### src/rtl/control_unit_pkg.sv
// Shared constants and types for the control_unit slice.
// Status flags are built only when CONTROL_UNIT_FLAGS_EN is defined.
package control_unit_pkg;

  localparam int CU_WIDTH = 16;

  localparam logic [1:0] OP_ADD = 2'b00;
  localparam logic [1:0] OP_SUB = 2'b01;
  localparam logic [1:0] OP_NOT = 2'b10;
  localparam logic [1:0] OP_AND = 2'b11;

  typedef enum logic [1:0] {
    ST_IDLE = 2'b00,
    ST_EXEC = 2'b01,
    ST_DONE = 2'b10
  } state_t;

endpackage

### src/rtl/alu16.sv
// Combinational datapath: ADD/SUB/NOT/AND with carry and signed overflow.
// Used by control_unit, which owns all registers.
module alu16
  import control_unit_pkg::*;
#(
  parameter int WIDTH = CU_WIDTH
) (
  input  logic [WIDTH-1:0] A,
  input  logic [WIDTH-1:0] B,
  input  logic [1:0]       op,
  output logic [WIDTH-1:0] result,
  output logic             carry,
  output logic             overflow
);

  logic [WIDTH:0] w_sum;
  logic [WIDTH:0] w_diff;

  // The extra top bit is carry-out for ADD and borrow (A < B) for SUB.
  assign w_sum  = {1'b0, A} + {1'b0, B};
  assign w_diff = {1'b0, A} - {1'b0, B};

  always_comb begin
    result   = '0;
    carry    = 1'b0;
    overflow = 1'b0;
    case (op)
      OP_ADD: begin
        result   = w_sum[WIDTH-1:0];
        carry    = w_sum[WIDTH];
        overflow = (A[WIDTH-1] == B[WIDTH-1]) && (w_sum[WIDTH-1] != A[WIDTH-1]);
      end
      OP_SUB: begin
        result   = w_diff[WIDTH-1:0];
        carry    = w_diff[WIDTH];
        overflow = (A[WIDTH-1] != B[WIDTH-1]) && (w_diff[WIDTH-1] != A[WIDTH-1]);
      end
      OP_NOT: result = ~A;
      OP_AND: result = A & B;
      default: result = '0;
    endcase
  end

endmodule

### src/rtl/control_unit.sv
// IDLE/EXEC/DONE sequencer around alu16; latches operands on accept, registers result on EXEC.
// Define CONTROL_UNIT_FLAGS_EN to build the zero/negative/carry/overflow flag registers.
module control_unit
  import control_unit_pkg::*;
#(
  parameter int WIDTH = CU_WIDTH
) (
  input  logic             clock,
  input  logic             clear,
  input  logic             start,
  input  logic [1:0]       opCode,
  input  logic [WIDTH-1:0] inputA,
  input  logic [WIDTH-1:0] inputB,
  output logic [WIDTH-1:0] result,
  output logic             busy,
  output logic             done,
  output logic             zero,
  output logic             negative,
  output logic             carry,
  output logic             overflow,
  output state_t           o_state
);

  // Handshake: start is a request sampled only in IDLE; done is a one-cycle
  // completion strobe; busy marks the window in which start is ignored.

  state_t           r_state;
  state_t           w_next_state;
  logic [1:0]       r_op;
  logic [WIDTH-1:0] r_a;
  logic [WIDTH-1:0] r_b;
  logic [WIDTH-1:0] r_result;
  logic [WIDTH-1:0] w_alu_result;
  logic             w_alu_carry;
  logic             w_alu_ovf;

  alu16 #(.WIDTH(WIDTH)) u_alu (
    .A        (r_a),
    .B        (r_b),
    .op       (r_op),
    .result   (w_alu_result),
    .carry    (w_alu_carry),
    .overflow (w_alu_ovf)
  );

  always_ff @(posedge clock or posedge clear) begin
    if (clear) r_state <= ST_IDLE;
    else       r_state <= w_next_state;
  end

  always_comb begin
    w_next_state = r_state;
    case (r_state)
      ST_IDLE: if (start) w_next_state = ST_EXEC;
      ST_EXEC: w_next_state = ST_DONE;
      ST_DONE: w_next_state = ST_IDLE;
      default: w_next_state = ST_IDLE;
    endcase
  end

  always_comb begin
    busy = (r_state == ST_EXEC) || (r_state == ST_DONE);
    done = (r_state == ST_DONE);
  end

  assign o_state = r_state;

  always_ff @(posedge clock or posedge clear) begin
    if (clear) begin
      r_op <= '0;
      r_a  <= '0;
      r_b  <= '0;
    end else if (r_state == ST_IDLE && start) begin
      r_op <= opCode;
      r_a  <= inputA;
      r_b  <= inputB;
    end
  end

  always_ff @(posedge clock or posedge clear) begin
    if (clear)                   r_result <= '0;
    else if (r_state == ST_EXEC) r_result <= w_alu_result;
  end

  assign result = r_result;

`ifdef CONTROL_UNIT_FLAGS_EN
  logic r_zero;
  logic r_negative;
  logic r_carry;
  logic r_overflow;

  always_ff @(posedge clock or posedge clear) begin
    if (clear) begin
      r_zero     <= 1'b0;
      r_negative <= 1'b0;
      r_carry    <= 1'b0;
      r_overflow <= 1'b0;
    end else if (r_state == ST_EXEC) begin
      r_zero     <= (w_alu_result == '0);
      r_negative <= w_alu_result[WIDTH-1];
      r_carry    <= w_alu_carry;
      r_overflow <= w_alu_ovf;
    end
  end

  assign zero     = r_zero;
  assign negative = r_negative;
  assign carry    = r_carry;
  assign overflow = r_overflow;
`else
  // ALU status is still computed but deliberately dropped in this build.
  logic w_unused_flags;
  assign w_unused_flags = w_alu_carry ^ w_alu_ovf;

  assign zero     = 1'b0;
  assign negative = 1'b0;
  assign carry    = 1'b0;
  assign overflow = 1'b0;
`endif

endmodule

### config.mk
export PLATFORM = sky130hd
export DESIGN_NAME = control_unit
export DESIGN_NICKNAME = d
export VERILOG_FILES = /design/src/rtl/control_unit_pkg.sv /design/src/rtl/alu16.sv /design/src/rtl/control_unit.sv
export SDC_FILE = /design/constraint.sdc
export NUM_CORES = 1
export LEC_CHECK = 0
export CORE_AREA = 10 10 113 115
export CTS_CLUSTER_SIZE = 16
export DETAILED_ROUTE_END_ITERATION = 8
export DIE_AREA = 0 0 123 125
export GPL_TIMING_DRIVEN = 0
export PLACE_DENSITY = 0.62
export SYNTH_ARGS = -nofsm -noshare
export SYNTH_HDL_FRONTEND = slang
export SYNTH_SLANG_ARGS = --single-unit
### constraint.sdc
create_clock -name clock -period 3.74 [get_ports clock]
set_input_delay 0.748 -clock clock [delete_from_list [all_inputs] [get_ports clock]]
set_output_delay 0.748 -clock clock [all_outputs]
set_load 0.05 [all_outputs]
==> impl_metrics.yaml, run 1 <==
synth:
  synth_most_common_cell: "dfrtp_1"
  syn_inst: 359
  ys_warn_count: 0
  ys_seq_area_frac: 0.379
  synth.cell_area_sq_um: 3430
  async_flop_share: 1.00
  yosysTopAreaCellShare: 0.379
  yosys-top-cells-count: "dfrtp_1 (52), mux2_2 (31), a21oi_1 (25)"
  synth-seq-cells: 52
  synthTopCellsByArea: "dfrtp_1 (38%), mux2_2 (10%), ha_1 (8.0%)"
  ys_types: 49
  synth_edf_count: 0
  synth_area_per_cell_sq_um: 9.56
  synth_top_cell_by_area: "dfrtp_1"
  synthFlopType: "dfrtp_1"
clocking:
  cts_hold_buf: 0
  post-cts-setup-buffer-count: 0
  cts_root_buf: "clkbuf_8"
  clk_path_buf_depth: 2
  clk_pin_slew_worst_paths_ps: 100
  htreeDepth: 2
  cts_sinks: 52
  ctsResizeCount: 0
  clock_latency_ps: 310
  cts_buffers: 5
  cts_tree: "yes"
global_routing:
  grt_max_degree: 33
  track_usage: 0.113
  grt_pass1_vias: 2860
  grt_pass1_wl_um: 14300
  grt_antenna_before_repair: 0
  overflow: 0
timing:
  maxClockFrequency_mhz: 297
  maxSlewHeadroom: 0.594
  setup_viol: 0
  hold_viol_final: 0
  tns_ps: 0
  period_minus_slack_ps: 3370
  fin_skew_ps: 4.07
  rsz0062_at_grt: "false"
  report.final.slew_viol_count: 0
  period_share: 0.900
  worstMarginPinSlew_ps: 610
detailed_routing:
  drt_wl_total_um: 8630
  routedWlPerCell_um: 15.2
  via_per_inst: 5.04
  drt_pass1_iterations: 4
  vias: 2855
  drc: 0
  initialDrtViolationCount: 151
  antenna_left: 0
status:
  status: "finished clean"
critical_path:
  arrival_ps: 3620
  reg2reg_depth: 13
  critical-path-max-stage-delay_ps: 470
  path_class: "register to register"
  required_ps: 3990
  crit_family: "compound AO/OA/AOI/OAI gates"
  worstReg2RegStart: "r_op[0]"
  worst-path-buf-inv: 3
  startpoint_type: "register"
  path_cells: "clkbuf_1 -> clkbuf_1 -> nand2_1 -> o31ai_1 -> xor2_1 -> ha_1 -> buf_6 -> a211oi_2 -> o21ai_2 -> a211oi_2 -> a21oi_1 -> or4_1 -> nand3_1"
  end_kind: "register"
  cp.depth: 13
  cp-startpoint: "r_op[0]"
  worstPathMaxFanout: 10
  crit_slowest_cell: "or4_1"
floorplan:
  initial_core_util: 0.324
  ios: 61
  die_h_um: 125
  num_rows: 38
  core_area_sq_um: 10600
  die_w_um: 123
  die-area_sq_um: 15400
place:
  io_buffers: 56
  dp_hpwl_um: 7020
  gp_congestion: 0.871
finish:
  n_fill_cell: 1050
  drive_gt1_frac: 0.122
  diodes: 0
  nNetsFinal: 486
  syn_to_final_growth_pct: 25.6
min_path:
  hold_path.class: "register to register"
  whs_path_depth: 1
  min-delay-start: "result[9]"
run:
  maxCapViolCount: 0
[metal layers]
| metal | up-vias | routed length, um | GRT usage |
|---|---|---|---|
| met5 | - | 0 | 0 |
| met4 | 0 | 116 | 0.0363 |
| met3 | 6 | 449 | 0.0207 |
| met2 | 88 | 4040 | 0.180 |
| met1 | 1346 | 4020 | 0.150 |
| li1 | 1415 | - | - |
[cell type report]
cell class / instances / area [sq um] / area share
well taps: 140 / 175 / 0.0406
clock buffers: 5 / 68.8 / 0.0160
flip-flops and latches: 52 / 1300 / 0.302
multi-input cells: 276 / 1990 / 0.462
repair buffers: 57 / 581 / 0.135
clock inverters: 3 / 42.5 / 0.00987
inverters: 14 / 52.6 / 0.0122
plain buffers: 20 / 97.6 / 0.0226
[per-stage QoR]
stage	hold slack [ps]	setup WS [ps]	utilization	instances	instance area (sq um)
floorplan	523	907	-	362	3440
global placement	463	432	0.394	558	4180
detailed placement	477	448	0.396	559	4200
CTS	499	417	0.407	567	4310
global route	515	145	0.407	567	4310
finish	489	374	0.407	567	4310
[worst paths after layout]
kind / end / slack [ps]
setup / recovery: result[13] / 370
hold / removal: result[9] / 490
setup reg to reg: result[13] / 370
hold reg to reg: result[9] / 490
max in group asynchronous: r_a[2] / 2450
min in group asynchronous: r_a[10] / 760
[logic make-up after synthesis]
kind of cell | after synthesis | synth area share
AO/OA/AOI/OAI | 98 | 0.177
AND/OR/NAND/NOR | 90 | 0.131
flip-flops | 52 | 0.379
multiplexers | 38 | 0.124
buffers and inverters | 34 | 0.0437
adder cells (fa/ha/maj) | 23 | 0.0860
XOR/XNOR | 23 | 0.0587
other | 1 | 0.00109
[flip-flops by register name, indices dropped and copies added, names as in the netlist]
signal and flops:
r_a 16, r_b 16, result 16, o_state 2
r_op 2
[cell usage in the layout (no fill, tap or decap), types with 2 or more instances in the layout]
cell type | Yosys | layout
clkdlybuf4s50_1 | 0 | 56
dfrtp_1 | 52 | 52
mux2_2 | 31 | 31
a21oi_1 | 25 | 25
nand2_1 | 22 | 22
nor2_1 | 22 | 22
ha_1 | 22 | 22
nand3_1 | 18 | 18
o21ai_1 | 18 | 18
o21ai_0 | 16 | 16
clkbuf_1 | 13 | 13
inv_1 | 14 | 13
xnor2_1 | 13 | 13
xor2_1 | 10 | 10
o211ai_1 | 8 | 8
nor2b_1 | 7 | 7
a211oi_1 | 5 | 5
o21a_1 | 5 | 5
clkbuf_8 | 0 | 5
nor3_1 | 4 | 4
mux2_1 | 4 | 4
buf_4 | 4 | 4
conb_1 | 1 | 4
nand2b_1 | 3 | 3
mux2i_1 | 3 | 3
a31oi_1 | 3 | 3
nor3b_1 | 3 | 3
o31ai_1 | 3 | 3
buf_1 | 2 | 2
a21o_1 | 2 | 2
o311ai_1 | 2 | 2
o21bai_1 | 2 | 2
a211oi_2 | 2 | 2
or4_1 | 2 | 2
nand4_1 | 2 | 2
[worst reg2reg max path, stage by stage (launching register included)]
cell and delay (ps):
dfrtp_1 330, clkbuf_1 260, clkbuf_1 390, nand2_1 310, o31ai_1 170, xor2_1 190, ha_1 260, buf_6 140
a211oi_2 250, o21ai_2 130, a211oi_2 230, a21oi_1 110, or4_1 470, nand3_1 90
Power of run 1 is left out: the tool's default activity adds up to more than one toggle a clock period on the data nets, which glitch-free logic cannot reach.
==> run 2: changes to the inputs <==
--- a/config.mk
+++ b/config.mk
@@ -10,6 +10,7 @@
 export DETAILED_ROUTE_END_ITERATION = 8
 export DIE_AREA = 0 0 123 125
 export GPL_TIMING_DRIVEN = 0
+export HOLD_SLACK_MARGIN = 0.1
 export PLACE_DENSITY = 0.62
 export SYNTH_ARGS = -nofsm -noshare
 export SYNTH_HDL_FRONTEND = slang
==> results of run 2 <==
Same layout as run 1: the final DEF is identical, and so are final timing and power.
Power of run 2 is left out for the same reason.
